<file path="config.mk">
export PLATFORM = sky130hd
export DESIGN_NAME = dsha_nonce_sched_flat
export DESIGN_NICKNAME = d
export VERILOG_FILES = /design/src/rtl/dsha_nonce_sched_if.sv /design/src/rtl/dsha_nonce_sched.sv /design/src/flat_wrapper.sv
export SDC_FILE = /design/constraint.sdc
export NUM_CORES = 2
export LEC_CHECK = 0
export ABC_AREA = 0
export ABC_CLOCK_PERIOD_IN_PS = 6500
export BUFFER_PORTS_ARGS = -buffer_cell sky130_fd_sc_hd__buf_2
export CAP_MARGIN = 25
export CORE_AREA = 2 2 786 788
export DETAILED_ROUTE_END_ITERATION = 8
export DIE_AREA = 0 0 788 790
export GPL_ROUTABILITY_DRIVEN = 0
export GPL_TIMING_DRIVEN = 0
export HOLD_SLACK_MARGIN = 0.12
export SYNTH_ARGS = -nofsm -noshare
export SYNTH_HDL_FRONTEND = slang
export SYNTH_SLANG_ARGS = --single-unit
</file>
<file path="constraint.sdc">
create_clock -name clk -period 6.5 [get_ports clk]
set_input_delay 0.65 -clock clk [delete_from_list [all_inputs] [get_ports clk]]
set_output_delay 0.65 -clock clk [all_outputs]
set_load 0.01 [all_outputs]
</file>
<file path="src/rtl/dsha_nonce_sched_if.sv">
// Signal bundle of the double-SHA nonce scheduler: job intake, SHA core link,
// found-result handshake and job status.
interface dsha_nonce_sched_if;
  logic         job_valid;
  logic         job_ready;
  logic [255:0] midstate;
  logic [95:0]  tail;
  logic [31:0]  nonce_start;
  logic [31:0]  nonce_end;
  logic [255:0] target;
  logic         stop;
  logic         sha_start;
  logic [255:0] sha_iv;
  logic [511:0] sha_block;
  logic         sha_ready;
  logic [255:0] sha_digest;
  logic         sha_digest_valid;
  logic         found_valid;
  logic [31:0]  found_nonce;
  logic [255:0] found_hash;
  logic         found_ready;
  logic         busy;
  logic         done;
  logic         aborted;

  modport master (
    output job_valid, midstate, tail, nonce_start, nonce_end, target, stop,
           sha_ready, sha_digest, sha_digest_valid, found_ready,
    input  job_ready, sha_start, sha_iv, sha_block, found_valid, found_nonce,
           found_hash, busy, done, aborted
  );

  modport slave (
    input  job_valid, midstate, tail, nonce_start, nonce_end, target, stop,
           sha_ready, sha_digest, sha_digest_valid, found_ready,
    output job_ready, sha_start, sha_iv, sha_block, found_valid, found_nonce,
           found_hash, busy, done, aborted
  );
endinterface

</file>
<file path="src/rtl/dsha_nonce_sched.sv">
// Walks a nonce range through an external SHA-256 compression core, running the
// second block of the header hash and then the outer hash, and reports target hits.
module dsha_nonce_sched (
  input  logic              clk,
  input  logic              rst_n,
  dsha_nonce_sched_if.slave bus
);
  localparam logic [255:0] SHA_IV =
    256'h6a09e667_bb67ae85_3c6ef372_a54ff53a_510e527f_9b05688c_1f83d9ab_5be0cd19;

  typedef enum logic [2:0] {IDLE, H1_ST, H1_WT, H2_ST, H2_WT, REPORT} state_t;

  state_t       state_reg;
  logic [255:0] midstate_reg;
  logic [255:0] target_reg;
  logic [95:0]  tail_reg;
  logic [31:0]  nonce_cur_reg;
  logic [31:0]  nonce_end_reg;
  logic         stop_pending_reg;
  logic         job_ready_reg;
  logic         busy_reg;
  logic         sha_start_reg;
  logic         found_valid_reg;
  logic         done_reg;
  logic         aborted_reg;
  logic [255:0] sha_iv_reg;
  logic [511:0] sha_block_reg;
  logic [31:0]  found_nonce_reg;
  logic [255:0] found_hash_reg;

  logic [255:0] digest_bswap;
  logic [31:0]  nonce_inc;
  logic         stop_now;
  logic         hit;
  logic         range_end;
  logic         do_abort;
  logic         do_advance;

  function automatic logic [31:0] bswap32(input logic [31:0] w);
    return {w[7:0], w[15:8], w[23:16], w[31:24]};
  endfunction

  function automatic logic [511:0] h1_block(input logic [95:0] t, input logic [31:0] n);
    return {t, bswap32(n), 32'h80000000, 320'h0, 32'h00000280};
  endfunction

  function automatic logic [511:0] h2_block(input logic [255:0] d);
    return {d, 32'h80000000, 192'h0, 32'h00000100};
  endfunction

  // The digest is big-endian words; the hit test compares it as a little-endian number.
  genvar gi;
  generate
    for (gi = 0; gi < 32; gi++) begin : g_bswap
      assign digest_bswap[8*gi +: 8] = bus.sha_digest[255-8*gi -: 8];
    end
  endgenerate

  assign stop_now  = stop_pending_reg | bus.stop;
  assign hit       = (digest_bswap <= target_reg);
  assign range_end = (nonce_cur_reg == nonce_end_reg);
  assign nonce_inc = nonce_cur_reg + 32'd1;

  always_comb begin
    do_abort   = 1'b0;
    do_advance = 1'b0;
    case (state_reg)
      H1_ST, H2_ST: do_abort = stop_now & ~bus.sha_ready;
      H1_WT:        do_abort = stop_now & bus.sha_digest_valid;
      H2_WT: begin
        if (bus.sha_digest_valid) begin
          do_abort   = stop_now;
          do_advance = ~stop_now & ~hit;
        end
      end
      REPORT: begin
        if (bus.found_ready) begin
          do_abort   = stop_now;
          do_advance = ~stop_now;
        end
      end
      default: ;
    endcase
  end

  always_ff @(posedge clk or negedge rst_n) begin
    if (!rst_n) begin
      state_reg        <= IDLE;
      midstate_reg     <= '0;
      target_reg       <= '0;
      tail_reg         <= '0;
      nonce_cur_reg    <= '0;
      nonce_end_reg    <= '0;
      stop_pending_reg <= 1'b0;
      job_ready_reg    <= 1'b1;
      busy_reg         <= 1'b0;
      sha_start_reg    <= 1'b0;
      found_valid_reg  <= 1'b0;
      done_reg         <= 1'b0;
      aborted_reg      <= 1'b0;
      sha_iv_reg       <= '0;
      sha_block_reg    <= '0;
      found_nonce_reg  <= '0;
      found_hash_reg   <= '0;
    end else begin
      done_reg <= 1'b0;
      if (busy_reg && bus.stop)
        stop_pending_reg <= 1'b1;

      if (do_abort || (do_advance && range_end)) begin
        state_reg        <= IDLE;
        sha_start_reg    <= 1'b0;
        found_valid_reg  <= 1'b0;
        job_ready_reg    <= 1'b1;
        busy_reg         <= 1'b0;
        done_reg         <= 1'b1;
        aborted_reg      <= do_abort;
        stop_pending_reg <= 1'b0;
      end else if (do_advance) begin
        state_reg       <= H1_ST;
        nonce_cur_reg   <= nonce_inc;
        sha_start_reg   <= 1'b1;
        sha_iv_reg      <= midstate_reg;
        sha_block_reg   <= h1_block(tail_reg, nonce_inc);
        found_valid_reg <= 1'b0;
      end else begin
        case (state_reg)
          IDLE: begin
            if (bus.job_valid) begin
              state_reg        <= H1_ST;
              midstate_reg     <= bus.midstate;
              target_reg       <= bus.target;
              tail_reg         <= bus.tail;
              nonce_cur_reg    <= bus.nonce_start;
              nonce_end_reg    <= bus.nonce_end;
              stop_pending_reg <= 1'b0;
              job_ready_reg    <= 1'b0;
              busy_reg         <= 1'b1;
              aborted_reg      <= 1'b0;
              sha_start_reg    <= 1'b1;
              sha_iv_reg       <= bus.midstate;
              sha_block_reg    <= h1_block(bus.tail, bus.nonce_start);
            end
          end
          H1_ST, H2_ST: begin
            if (bus.sha_ready) begin
              sha_start_reg <= 1'b0;
              state_reg     <= (state_reg == H1_ST) ? H1_WT : H2_WT;
            end
          end
          H1_WT: begin
            if (bus.sha_digest_valid) begin
              state_reg     <= H2_ST;
              sha_start_reg <= 1'b1;
              sha_iv_reg    <= SHA_IV;
              sha_block_reg <= h2_block(bus.sha_digest);
            end
          end
          H2_WT: begin
            // Reaching here with a digest means a hit; misses and stops advance above.
            if (bus.sha_digest_valid) begin
              state_reg       <= REPORT;
              found_valid_reg <= 1'b1;
              found_nonce_reg <= nonce_cur_reg;
              found_hash_reg  <= bus.sha_digest;
            end
          end
          REPORT: ;
          default: state_reg <= IDLE;
        endcase
      end
    end
  end

  assign bus.job_ready   = job_ready_reg;
  assign bus.busy        = busy_reg;
  assign bus.sha_start   = sha_start_reg;
  assign bus.sha_iv      = sha_iv_reg;
  assign bus.sha_block   = sha_block_reg;
  assign bus.found_valid = found_valid_reg;
  assign bus.found_nonce = found_nonce_reg;
  assign bus.found_hash  = found_hash_reg;
  assign bus.done        = done_reg;
  assign bus.aborted     = aborted_reg;
endmodule

</file>
<file path="src/flat_wrapper.sv">
// flat-port wrapper written by rule: the top's interface ports become plain ports
module dsha_nonce_sched_flat 
  (clk, rst_n, bus_job_valid, bus_midstate, bus_tail, bus_nonce_start, bus_nonce_end, bus_target, bus_stop, bus_sha_ready, bus_sha_digest, bus_sha_digest_valid, bus_found_ready, bus_job_ready, bus_sha_start, bus_sha_iv, bus_sha_block, bus_found_valid, bus_found_nonce, bus_found_hash, bus_busy, bus_done, bus_aborted);
  dsha_nonce_sched_if bus_i ();
  input  logic clk;
  input  logic rst_n;
  input wire logic [$bits(bus_i.job_valid)-1:0] bus_job_valid;
  input wire logic [$bits(bus_i.midstate)-1:0] bus_midstate;
  input wire logic [$bits(bus_i.tail)-1:0] bus_tail;
  input wire logic [$bits(bus_i.nonce_start)-1:0] bus_nonce_start;
  input wire logic [$bits(bus_i.nonce_end)-1:0] bus_nonce_end;
  input wire logic [$bits(bus_i.target)-1:0] bus_target;
  input wire logic [$bits(bus_i.stop)-1:0] bus_stop;
  input wire logic [$bits(bus_i.sha_ready)-1:0] bus_sha_ready;
  input wire logic [$bits(bus_i.sha_digest)-1:0] bus_sha_digest;
  input wire logic [$bits(bus_i.sha_digest_valid)-1:0] bus_sha_digest_valid;
  input wire logic [$bits(bus_i.found_ready)-1:0] bus_found_ready;
  output wire logic [$bits(bus_i.job_ready)-1:0] bus_job_ready;
  output wire logic [$bits(bus_i.sha_start)-1:0] bus_sha_start;
  output wire logic [$bits(bus_i.sha_iv)-1:0] bus_sha_iv;
  output wire logic [$bits(bus_i.sha_block)-1:0] bus_sha_block;
  output wire logic [$bits(bus_i.found_valid)-1:0] bus_found_valid;
  output wire logic [$bits(bus_i.found_nonce)-1:0] bus_found_nonce;
  output wire logic [$bits(bus_i.found_hash)-1:0] bus_found_hash;
  output wire logic [$bits(bus_i.busy)-1:0] bus_busy;
  output wire logic [$bits(bus_i.done)-1:0] bus_done;
  output wire logic [$bits(bus_i.aborted)-1:0] bus_aborted;
  assign bus_i.job_valid = bus_job_valid;
  assign bus_i.midstate = bus_midstate;
  assign bus_i.tail = bus_tail;
  assign bus_i.nonce_start = bus_nonce_start;
  assign bus_i.nonce_end = bus_nonce_end;
  assign bus_i.target = bus_target;
  assign bus_i.stop = bus_stop;
  assign bus_i.sha_ready = bus_sha_ready;
  assign bus_i.sha_digest = bus_sha_digest;
  assign bus_i.sha_digest_valid = bus_sha_digest_valid;
  assign bus_i.found_ready = bus_found_ready;
  assign bus_job_ready = bus_i.job_ready;
  assign bus_sha_start = bus_i.sha_start;
  assign bus_sha_iv = bus_i.sha_iv;
  assign bus_sha_block = bus_i.sha_block;
  assign bus_found_valid = bus_i.found_valid;
  assign bus_found_nonce = bus_i.found_nonce;
  assign bus_found_hash = bus_i.found_hash;
  assign bus_busy = bus_i.busy;
  assign bus_done = bus_i.done;
  assign bus_aborted = bus_i.aborted;
  dsha_nonce_sched u_core (.clk(clk), .rst_n(rst_n), .bus(bus_i));
endmodule
</file>
==> impl_metrics.ini <==
[finish]
area_growth_syn_to_layout_pct = 51.9
design_area_sq_mm = 0.108
largest_reg_flops = 258
design.final.nets = 11240
layout.cells.non_filler = 18521
proportion_of_layout_cells_with_a_drive_suffix_above_1 = 0.283

[setup_path]
timing.rr.end = u_core.bus.sha_block[413]$_DFFE_PN0P_
start_kind = primary input
ff2ff_path_depth = 13
critical_path_arrival_ps = 7280
worst-r2r-setup-slack_ps = 190
worst_ep_required_time_ps = 7370
rr_startpoint = u_core.target_reg[80]$_DFFE_PN0P_
worst-setup-path-type = primary input to flop
critical_path.max_fanout = 10
timing.critical_path.to_type = flop

[clocking]
max-clock-path-buffers = 4
clock_sinks = 1484
clk_transition_reported_paths_ps = 60
clock_insertion_delay_worst_skew_ps = 950
cts_tree = done
tritoncts.num_buffers = 184
cts.root.buffer_cell = clkbuf_16
cts.htree.levels = 4

[die]
io-pin-count = 1997
core_area_sq_mm = 0.614
rows = 288
die_width_um = 788
die_y_um = 790
starting_density_of_the_core = 0.115
floorplan.die_area_sq_mm = 0.623

[synth]
register_bit_total_from_synthesis = 1484
synth_async_sr_flop_share = 1.00
yosysTopAreaCell = dfrtp_1
ys.flop_type = dfrtp_1
ys_top_cells_by_area = dfrtp_1, nand2_1, mux2_2
seq_area_frac_synth = 0.525
postSynthCellCount = 6937
synth.yosys.warnings = 0
synth.cell_area_sq_mm = 0.0708
post-synth-top-area-fraction = 0.524
yosysUniqueCellTypes = 79
number_of_enable_flip_flop_cells_after_synthesis = 0
synth.avg_cell_area_sq_um = 10.2

[placed_design]
dpl_cell_area_sq_mm = 0.0919
place.detailed.hpwl_mm = 481
numPortBuffers = 1744
placed_cells_incl_taps = 17112

[min_path]
hold_depth = 2
min-delay-start = bus_sha_digest[187]
min-delay-path-class = primary input to flop
holdPathEnd = u_core.bus.found_hash[187]$_DFFE_PN0P_

[global_route]
grt_start_max_net_pins = 159
grt_pass1_wl_mm = 697
grt_overflow_total = 0
grt_pass1_vias = 65468
number_of_antenna_violations_at_the_first_check_in_global_routing = 394
globalRouteTotalUtil = 0.172

[sta]
setup_violations = 0
hold_violations = 0
worst_clock_skew_ps = 115
worst_pin_slew_ps = 1150
finalCritPeriodShare = 0.986
maximum_clock_rate_ghz = 0.156
unrepaired_setup_endpoints_after_global_routing = no
timing.final.max_slew_violations = 0
max-slew-margin-rel = 0.230
final_setup_tns_ps = 0
period_needed_ps = 6410

[drt]
antenna_left = 0
post-route-drc-count = 0
route.detailed.vias_per_inst = 3.68
drt_pre_antenna_iters = 6
routed-via-count = 68167
initialDrtViolationCount = 6850
route.final.wire_length_mm = 560
drt-wirelength-per-cell_um = 30.3

[run]
drv.max_cap_violation_count = 0

[pwr]
cellPowerDensity_mw_per_mm2 = 490
cellLeakagePower_nw = 52.3
ir_worst_vdd_uv = 262

[run_status]
status = complete, no violations
==> worst max path at each step <==
stage | to | slack [ps] | from
floorplan | u_core.bus.sha_iv[12]$_DFFE_PN0P_ | 2710 | bus_sha_digest[54]
global placement | u_core.bus.found_hash[92]$_DFFE_PN0P_ | -31560 | rst_n
detailed placement | u_core.bus.sha_iv[104]$_DFFE_PN0P_ | -1510 | bus_sha_digest[41]
CTS | u_core.bus.found_hash[162]$_DFFE_PN0P_ | 5 | bus_sha_digest[193]
global route | u_core.bus.found_hash[160]$_DFFE_PN0P_ | 20 | u_core.target_reg[100]$_DFFE_PN0P_
finish | u_core.bus.sha_block[413]$_DFFE_PN0P_ | 90 | bus_sha_digest[46]
==> layer usage <==
layer  up-vias  part of all wire  global-route usage
met2      4236              0.42               0.252
met1     33510              0.40               0.209
met3      1239              0.13              0.0859
li1      29036                 -                   -
met4       146             0.053              0.0758
met5         -            0.0033             0.00992
==> cell usage in the layout (no fill, tap or decap), types with 19 or more instances in the layout <==
master	n
a211oi_1	24
a21o_1	21
a21oi_1	101
a221o_1	19
a22o_1	121
and3_1	26
buf_2	1824
buf_4	322
bufinv_16	19
clkbuf_1	240
clkbuf_16	184
clkbuf_2	22
clkbuf_8	32
clkinv_2	23
conb_1	252
dfrtp_1	1483
diode_2	208
dlygate4sd3_1	865
ha_1	258
inv_1	561
mux2_1	302
mux2_2	330
mux2i_1	292
nand2_1	1926
nand3_1	46
nand4_1	53
nor2_1	41
nor3_1	20
o21ai_0	318
o221ai_1	20
o22ai_1	131
xnor2_1	23
xor2_1	39
==> power breakdown <==
part | switching [mW] | total [mW] | internal [mW]
clock | 4.76 | 11.2 | 6.39
sequential | 2.49 | 16.3 | 13.8
combinational | 16.7 | 25.2 | 8.41
total | 24.0 | 52.6 | 28.6
==> synth_stat cells (13+ instances only) <==
cell and count:
nand3_1 47, and4_1 13, dfrtp_1 1483, clkbuf_1 226, nand2_1 1926, nor4_1 16
ha_1 258, o21ai_0 321, mux2_1 302, and3_1 26, a211oi_1 24, o22ai_1 138
a21o_1 21, xor2_1 39, mux2_2 330, buf_2 87, mux2i_1 292, nand4_1 53
nor2_1 41, buf_4 309, inv_1 561, a221o_1 19, a22o_1 121, a21oi_1 101
xnor2_1 23, nor3_1 21, o221ai_1 22
==> critical path, cell delays in order <==
cell and delay, ps:
dlygate4sd3_1 540, buf_2 290, ha_1 380, nand4_1 460, nor4_1 370, nand4_1 200, buf_12 220, buf_4 150
a31oi_1 830, a31oi_1 300, o311a_1 400, a31oi_4 310, buf_4 330, clkbuf_1 620, a221o_1 840, mux2_2 290
==> cell families (layout without fill, tap and decap cells) <==
| family | count (synthesis) | count (layout) | share of synthesized area |
|---|---|---|---|
| AO/OA/AOI/OAI | 841 | 841 | 0.0765 |
| XOR/XNOR | 62 | 62 | 0.00767 |
| adder cells (fa/ha/maj) | 259 | 259 | 0.0457 |
| buffers and inverters | 1194 | 4199 | 0.0813 |
| flip-flops | 1484 | 1484 | 0.525 |
| multiplexers | 924 | 924 | 0.142 |
| other | 1 | 460 | 0.0000530 |
| AND/OR/NAND/NOR | 2172 | 2172 | 0.122 |
==> timing repair <==
| action | CTS | global route |
|---|---|---|
| pin swaps | 2 | 1 |
| cloned | 0 | 0 |
| gates resized for setup | 8 | 16 |
| hold endpoints to repair | 1344 | 0 |
| setup endpoints to repair | 740 | 111 |
| buffers inserted | 3 | 0 |
| hold buffers | 865 | 0 |
==> layout make-up <==
class                           instances  area (sq um)
Timing Repair Buffer                 2673         18500
Buffer                                631          3700
Antenna cell                          208           520
Sequential cell                      1484         37100
Clock buffer                          252          5180
Inverter                              563          2110
Tap cell                             8120         10200
Clock inverter                         80          1160
Multi-Input combinational cell       4510         29000
Fill cell                           67866        506000
==> metrics by stage <==
stage | utilization | setup slack (ps) | hold slack, ps | total power [mW]
CTS | 0.174 | 5.21 | 123 | 53.0
detailed placement | 0.150 | -1510 | 458 | 41.0
floorplan | - | 2710 | 354 | 27.6
global route | 0.175 | 17.7 | 133 | 55.6
global placement | 0.148 | -31560 | 454 | 40.2
finish | 0.175 | 88.4 | 181 | 52.6
(Power assumes the default switching activity.)
